## src/rtl/count_chk_pkg.sv

```systemverilog
// Shared types and helpers for the count sequence checker: FSM state encoding,
// direction constants and the modular step used to predict the next count.
package count_chk_pkg;

    typedef enum logic [1:0] {
        IDLE    = 2'd0,
        ACQ     = 2'd1,
        LOCKING = 2'd2,
        LOCKED  = 2'd3
    } chk_state_e;

    localparam logic DIR_UP   = 1'b0;
    localparam logic DIR_DOWN = 1'b1;

    // All-ones mask for a bus of the given width (widths up to 32 bits).
    function automatic logic [31:0] width_mask(input int width);
        logic [31:0] mask;
        if (width >= 32) begin
            mask = 32'hFFFF_FFFF;
        end else begin
            mask = (32'd1 << width) - 32'd1;
        end
        return mask;
    endfunction

    // Next value of a free-running counter of the given width and direction.
    function automatic logic [31:0] count_step(input logic [31:0] x, input int width,
                                               input logic dir);
        logic [31:0] nxt;
        if (dir == DIR_DOWN) begin
            nxt = x - 32'd1;
        end else begin
            nxt = x + 32'd1;
        end
        return nxt & width_mask(width);
    endfunction

    // Value reached by a correct wrap-around: 0 counting up, all-ones counting down.
    function automatic logic [31:0] wrap_value(input int width, input logic dir);
        logic [31:0] v;
        if (dir == DIR_DOWN) begin
            v = width_mask(width);
        end else begin
            v = 32'd0;
        end
        return v;
    endfunction

endpackage

```

## src/rtl/sat_counter.sv

```systemverilog
// Event counter with synchronous clear; optionally saturates at all-ones,
// otherwise rolls over. An increment in the clear cycle leaves the count at 1.
module sat_counter
    import count_chk_pkg::*;
#(
    parameter int W   = 8,
    parameter bit SAT = 1'b1
) (
    input  logic         clk,
    input  logic         rstn,
    input  logic         clr,
    input  logic         inc,
    output logic [W-1:0] count
);

    localparam logic [W-1:0] MAX = {W{1'b1}};

    logic at_max;

    assign at_max = SAT && (count == MAX);

    always_ff @(posedge clk or negedge rstn) begin
        if (!rstn) begin
            count <= '0;
        end else if (clr) begin
            count <= inc ? W'(1) : '0;
        end else if (inc && !at_max) begin
            count <= count + W'(1);
        end
    end

endmodule

```

## config.mk

```make
export PLATFORM = sky130hd
export DESIGN_NAME = sat_counter
export DESIGN_NICKNAME = d
export VERILOG_FILES = /design/src/rtl/count_chk_pkg.sv /design/src/rtl/sat_counter.sv
export SDC_FILE = /design/constraint.sdc
export NUM_CORES = 1
export LEC_CHECK = 0
export ABC_CLOCK_PERIOD_IN_PS = 1500
export CORE_AREA = 5 5 42 44
export CTS_CLUSTER_DIAMETER = 120
export DETAILED_ROUTE_END_ITERATION = 10
export DIE_AREA = 0 0 47 49
export GPL_TIMING_DRIVEN = 0
export PLACE_DENSITY = 0.64
export SLEW_MARGIN = 40
export SYNTH_ARGS = -nofsm -noshare
export SYNTH_HDL_FRONTEND = slang
export SYNTH_SLANG_ARGS = --single-unit
```

## constraint.sdc

```tcl
create_clock -name clk -period 1.5 [get_ports clk]
set_input_delay 0.15 -clock clk [delete_from_list [all_inputs] [get_ports clk]]
set_output_delay 0.15 -clock clk [all_outputs]
set_load 0.01 [all_outputs]
```

==> reports/metrics.yaml, run 1 <==
yosys:
  ys_ff_latch: 8
  synth_compound_gate_area_share_pct: 20.94
  synth_sequential_area_ratio_pct: 41.88
  synth-adder-area-share_pct: 2.618
  synth-warning-count: 0
  synth_xor_area_share_pct: 0
  synth_simple_gate_area_share_pct: 25.39
  synth_top_family_by_area: "simple AND/OR/NAND/NOR gates"
  synthMuxAreaShare_pct: 5.236
  syn-instance-count: 50
  mappedNetlistNets: 55
  synthesis.area_per_instance_um2: 9.559
  synth_area_um2: 478.0
  synth.distinct_cells: 27
finish:
  layout_commonest_cell: "clkdlybuf4s50_1"
  post_route_cells_drive_above_1_share_pct: 20.31
  finish.utilization_pct: 46.07
  final_cell_mix: "clkdlybuf4s50_1 (10), nand2_1 (5), a21oi_1 (5), dfrtp_1 (4), dfrtp_2 (4)"
  largest_register_ff_count: 8
  regMostFlops: "count"
  area_growth_syn_to_layout_pct: 35.08
  final_nets: 71
  number_of_antenna_cells_inserted: 0
  biggestRegsByFlops: "count (8)"
drt:
  drtIter0Drc: 5
  wirelength_um: 1116
  drt_drc_violations_left: 0
  vias: 468
  first_pass_iters: 4
  avgRoutedWirePerCell_um: 13.95
  detail-route-antenna-nets: 0
  avgViaCountPerCell: 5.850
clocking:
  clkSlewWorstSetupHoldPaths_ps: 50
  ctsRootBufferMaster: "clkbuf_4"
  tritoncts_clock_tree: "built"
  cts-htree-levels: 1
  latest_clock_arrival_within_the_worst_skew_pair_ps: 250
  worst_case_clock_buffer_depth: 2
  clock_tree_sinks: 8
  cts_inserted_buffers: 3
floorplanning:
  core_area_um2: 1401
  die_height_um: 49
  width_of_the_die_um: 47
  num_io_pins: 12
  row_count: 14
  initial_core_utilization_pct: 34.11
  die_area_um2: 2303
place:
  gp_congestion: 0.7562
  hpwl_um: 776.9
  number_of_input_and_output_port_buffers_inserted: 10
sta:
  slew_headroom_pct: 74.15
  report.final.setup_viol: 0
  fin_tns_setup_ps: 0
  clock.fmax_mhz: 691.3
  timing.clock.skew_ps: 3.256
  maxSlewViolCount: 0
  rsz0062_at_grt: "no"
  min_period_over_period_pct: 96.44
  post-route-min-period_ps: 1447
  hold_viol: 0
  max_slew.worst_pin.slew_ps: 387.8
pwr:
  power_switching_uw: 117.9
  clock_power_share_pct: 35.0
  power.leakage_nw: 0.2481
  comb_power_share_pct: 14.8
  power_report.internal_total_uw: 352.5
  power_per_cell_area_nw_per_um2: 728.6
  total_power_uw: 470.4
  netSwitchingFraction_pct: 25.06
  seqPwrFrac_pct: 50.2
  worst_ir_drop_vdd_v: 0.0004550
global_routing:
  grt-ovfl-total: 0
  grt_first_pass_wirelength_um: 1731
  number_of_antenna_violations_at_the_first_check_in_global_routing: 0
  grt_max_degree: 11
  number_of_global_route_vias_before_repair: 391
  groute.usage.overall_pct: 10.87
flow_run:
  cap_viol_max_count: 0
setup_path:
  worst-endpoint-arrival_ps: 1580
  crit_path_max_fanout: 5
  critPathKind: "flop to flop"
  timing.critical_path.from_type: "flop"
  worst_setup_path_end_kind: "flop"
  worst_ep_required_time_ps: 1630
hold_path:
  hold_class: "primary input to async pin"
outcome:
  outcome: "completed"
critical path, cell delays in order (launching register included):
cell	delay, ps
dfrtp_2	440
ha_4	180
and3_2	230
a21oi_2	160
mux2_4	310
worst paths after layout:
kind / startpoint / to / slack [ps] / cells past startpoint
setup / recovery: count[1] / count[3] / 50 / 4
hold / removal: rstn / count[0] / 180 / 1
setup reg to reg: count[1] / count[3] / 50 / 4
hold reg to reg: count[5] / count[5] / 560 / 1
max in group asynchronous: rstn / count[3] / 1040 / 1
min in group clk: clr / count[5] / 320 / 2
per-layer routing:
metal	wire, µm	GRT usage, %	up-vias	part of all wire [%]
met5	0	0	-	0
li1	-	-	224	-
met1	474	14.90	227	42
met2	543	13.57	15	49
met3	86	6.642	2	7.7
met4	12	4.147	0	1.1
timing repair:
item	in CTS	in global routing
setup endpoints to repair	1	6
pin swaps	0	0
setup buffers	1	0
hold buffers	0	0
resized for setup	0	6
kinds of logic (layout without fill, tap and decap cells):
group	Yosys count	in the layout
AOI/OAI and AO/OA	15	15
adders and majority gates	1	1
buffers and inverters	3	17
DFF	8	8
muxes	2	2
and+or+nand+nor	21	21
cell type report:
type | count | area, µm²
Fill cell | 144 | 755.7
Multi-Input combinational cell | 39 | 271.5
Sequential cell | 8 | 205.2
Timing Repair Buffer | 11 | 107.6
Clock buffer | 3 | 22.52
Tap cell | 16 | 20.02
Buffer | 2 | 15.01
Inverter | 1 | 3.754
cells in the mapped netlist, drive strengths merged:
master  n  share of area (%)
dfrtp   8                 42
a21oi   6                7.1
nand2   5                3.9
a211oi  3                4.7
and3    3                4.2
a21boi  2                3.1
and4    2                3.7
nand4   2                2.6
nor2    2                1.6
nor3    2                2.1
a311oi  1                1.8
a31oi   1                1.3
a41oi   1                1.8
buf     1                2.4
clkbuf  1               0.78
ha      1                2.6
inv     1               0.78
mux2    1                3.1
mux2i   1                2.1
nand3   1                1.0
nand3b  1                1.6
nor2b   1                1.3
nor4bb  1                2.1
o21ai   1                1.0
or3     1                1.3
power by group through the flow:
stage	Sequential (mW)	Clock, mW	Combinational [mW]
6_report	0.236	0.164	0.0697
5_1_grt	0.238	0.189	0.0771
4_1_cts	0.232	0.171	0.0641
3_5_place_dp	0.238	0	0.0576
3_3_place_gp	0.237	0	0.0567
2_1_floorplan	0.240	0	0.0229
stage by stage:
| stage | std cells | hold slack [ps] | setup slack (ps) | area, µm² |
|---|---|---|---|---|
| final | 80 | 175.2 | 53.41 | 645.6 |
| after global routing | 80 | 197.2 | 7.331 | 645.6 |
| after CTS | 80 | 183.2 | 9.181 | 628.1 |
| after detailed placement | 76 | 458.3 | -27.08 | 598.1 |
| after global placement | 76 | 463.2 | -14.19 | 598.1 |
| after floorplan | 50 | -145.6 | 2.207 | 478.0 |
Power figures use the tool's default switching activity.
==> run 2: changes to the inputs <==
TNS_END_PERCENT = 20   (was not set)
==> run 2 against run 1 <==
Sequential cell count unchanged. Count of clock-buffer cells in the layout unchanged. Combinational power hardly changed. Power fell by 0.15%. Clock power hardly changed. Routed wire length unchanged. Cell count did not move. Setup slack lost 17 ps. Worst hold slack is essentially flat.
==> reports/metrics.yaml, run 2 (synthesized netlist as in run 1, its figures left out) <==
floorplanning:
  row_count: 14
  die_height_um: 49
  die_area_um2: 2303
  width_of_the_die_um: 47
  num_io_pins: 12
  initial_core_utilization_pct: 34.11
  core_area_um2: 1401
setup_path:
  rr_startpoint: "count[1]"
  worst_ep_required_time_ps: 1630
  timing.critical_path.from_type: "flop"
  worst_setup_path_end_kind: "flop"
  path_cells: "ha_4 -> and3_2 -> a21oi_2 -> mux2_4"
  timing.critical_path.slowest_stage_cell: "dfrtp_1"
  cpPeakStageDelay_ps: 440
  crit_family: "flip-flops"
  cp_num_buf_inv: 0
  regToRegEndpoint: "count[3]"
  crit_path_max_fanout: 5
  reg2reg_setup_slack_ps: 40
  critPathKind: "flop to flop"
  worst-endpoint-arrival_ps: 1600
  reg2reg_depth: 4
pwr:
  worst_ir_drop_vdd_v: 0.0004549
  power_per_cell_area_nw_per_um2: 728.9
  netSwitchingFraction_pct: 25.10
  clock_power_share_pct: 35.0
  power_report.internal_total_uw: 351.8
  seqPwrFrac_pct: 50.2
  comb_power_share_pct: 14.8
  power.leakage_nw: 0.2495
  power_switching_uw: 117.9
clocking:
  cts_inserted_buffers: 3
  ctsRootBufferMaster: "clkbuf_4"
  tritoncts_clock_tree: "built"
  worst_case_clock_buffer_depth: 2
  latest_clock_arrival_within_the_worst_skew_pair_ps: 250
  cts-htree-levels: 1
  clock_tree_sinks: 8
  cts_hold_buf: 0
  clkSlewWorstSetupHoldPaths_ps: 50
sta:
  maxSlewViolCount: 0
  hold_viol: 0
  rsz0062_at_grt: "yes"
  max_slew.worst_pin.slew_ps: 387.8
  final.setup.worst_slack_ps: 36.01
  post-route-min-period_ps: 1464
  timing.clock.skew_ps: 3.258
  slew_headroom_pct: 74.15
  report.final.setup_viol: 0
  clock.fmax_mhz: 683.1
  min_period_over_period_pct: 97.60
drt:
  detail-route-antenna-nets: 0
  drtIter0Drc: 5
  first_pass_iters: 4
  avgViaCountPerCell: 5.850
  wirelength_um: 1116
  avgRoutedWirePerCell_um: 13.95
  vias: 468
  drt_drc_violations_left: 0
finish:
  finish.utilization_pct: 45.98
  multiInputGateArea_um2: 271.5
  layout_commonest_cell: "clkdlybuf4s50_1"
  post_route_cells_drive_above_1_share_pct: 18.75
  layout.area.seq_um2: 203.9
  largest_register_ff_count: 8
  number_of_filler_instances_in_the_final_layout: 143
  number_of_antenna_cells_inserted: 0
  final_nets: 71
  regMostFlops: "count"
  layout.cells.non_filler: 80
  area_growth_syn_to_layout_pct: 34.82
  final_cell_mix: "clkdlybuf4s50_1 (10), nand2_1 (5), a21oi_1 (5), dfrtp_1 (5)"
  biggestRegsByFlops: "count (8)"
outcome:
  outcome: "completed"
hold_path:
  hold_class: "primary input to async pin"
place:
  gp_congestion: 0.7562
  placed_cells_incl_taps: 76
  hpwl_um: 776.9
  number_of_input_and_output_port_buffers_inserted: 10
  dp_slack_ps: -27.08
global_routing:
  number_of_global_route_vias_before_repair: 391
  grt_max_degree: 11
  grt-ovfl-total: 0
  groute.usage.overall_pct: 10.87
  grt_first_pass_wirelength_um: 1731
  number_of_antenna_violations_at_the_first_check_in_global_routing: 0
flow_run:
  cap_viol_max_count: 0
run 2: cell counts in the layout (fill, tap and decap cells not counted):
No cell type changed its count.
run 2: worst max-delay path by stage:
| stage | startpoint | endpoint | cells past startpoint |
|---|---|---|---|
| 2_1_floorplan | count[0] | count[3] | 4 |
| 3_3_place_gp | count[0] | count[3] | 4 |
| 3_5_place_dp | count[0] | count[3] | 4 |
| 4_1_cts | count[1] | count[3] | 4 |
| 5_1_grt | count[1] | count[3] | 4 |
| 6_report | count[1] | count[3] | 4 |
run 2: cell type report:
type,count,area share [%]
buffer,2,2.330
clock buffer,3,3.495
inverter,1,0.5825
multi-input combinational,39,42.14
sequential,8,31.65
tap,16,3.107
timing repair buffer,11,16.70
run 2: routing by layer:
layer / up-vias / GRT usage (%) / wire, µm / part of all wire, %
li1: 224 / - / - / -
met1: 227 / 14.90 / 474 / 42
met2: 15 / 13.57 / 543 / 49
met3: 2 / 6.642 / 86 / 7.7
met4: 0 / 4.147 / 12 / 1.1
met5: - / 0 / 0 / 0
run 2: repair_timing:
action | 4_1_cts | 5_1_grt
pin swaps | 0 | 0
endpoints found under the setup margin | 1 | 6
buffers inserted | 1 | 0
gates resized for setup | 0 | 5
run 2: power groups by stage:
| stage | combinational [mW] | clock (mW) | sequential [mW] |
|---|---|---|---|
| floorplan | 0.0229 | 0 | 0.240 |
| global placement | 0.0567 | 0 | 0.237 |
| detailed placement | 0.0576 | 0 | 0.238 |
| CTS | 0.0641 | 0.171 | 0.232 |
| global route | 0.0770 | 0.189 | 0.237 |
| finish | 0.0696 | 0.164 | 0.236 |
run 2: per-stage QoR:
stage	hold slack [ps]	power (mW)	area, µm²	TNS [ps]
2_1_floorplan	-145.6	0.2625	478.0	0
3_5_place_dp	458.3	0.2953	598.1	-40.93
4_1_cts	183.2	0.4665	628.1	0
6_report	175.1	0.4697	644.4	0
5_1_grt	197.2	0.5032	644.4	-14.59
3_3_place_gp	463.2	0.2941	598.1	-14.19
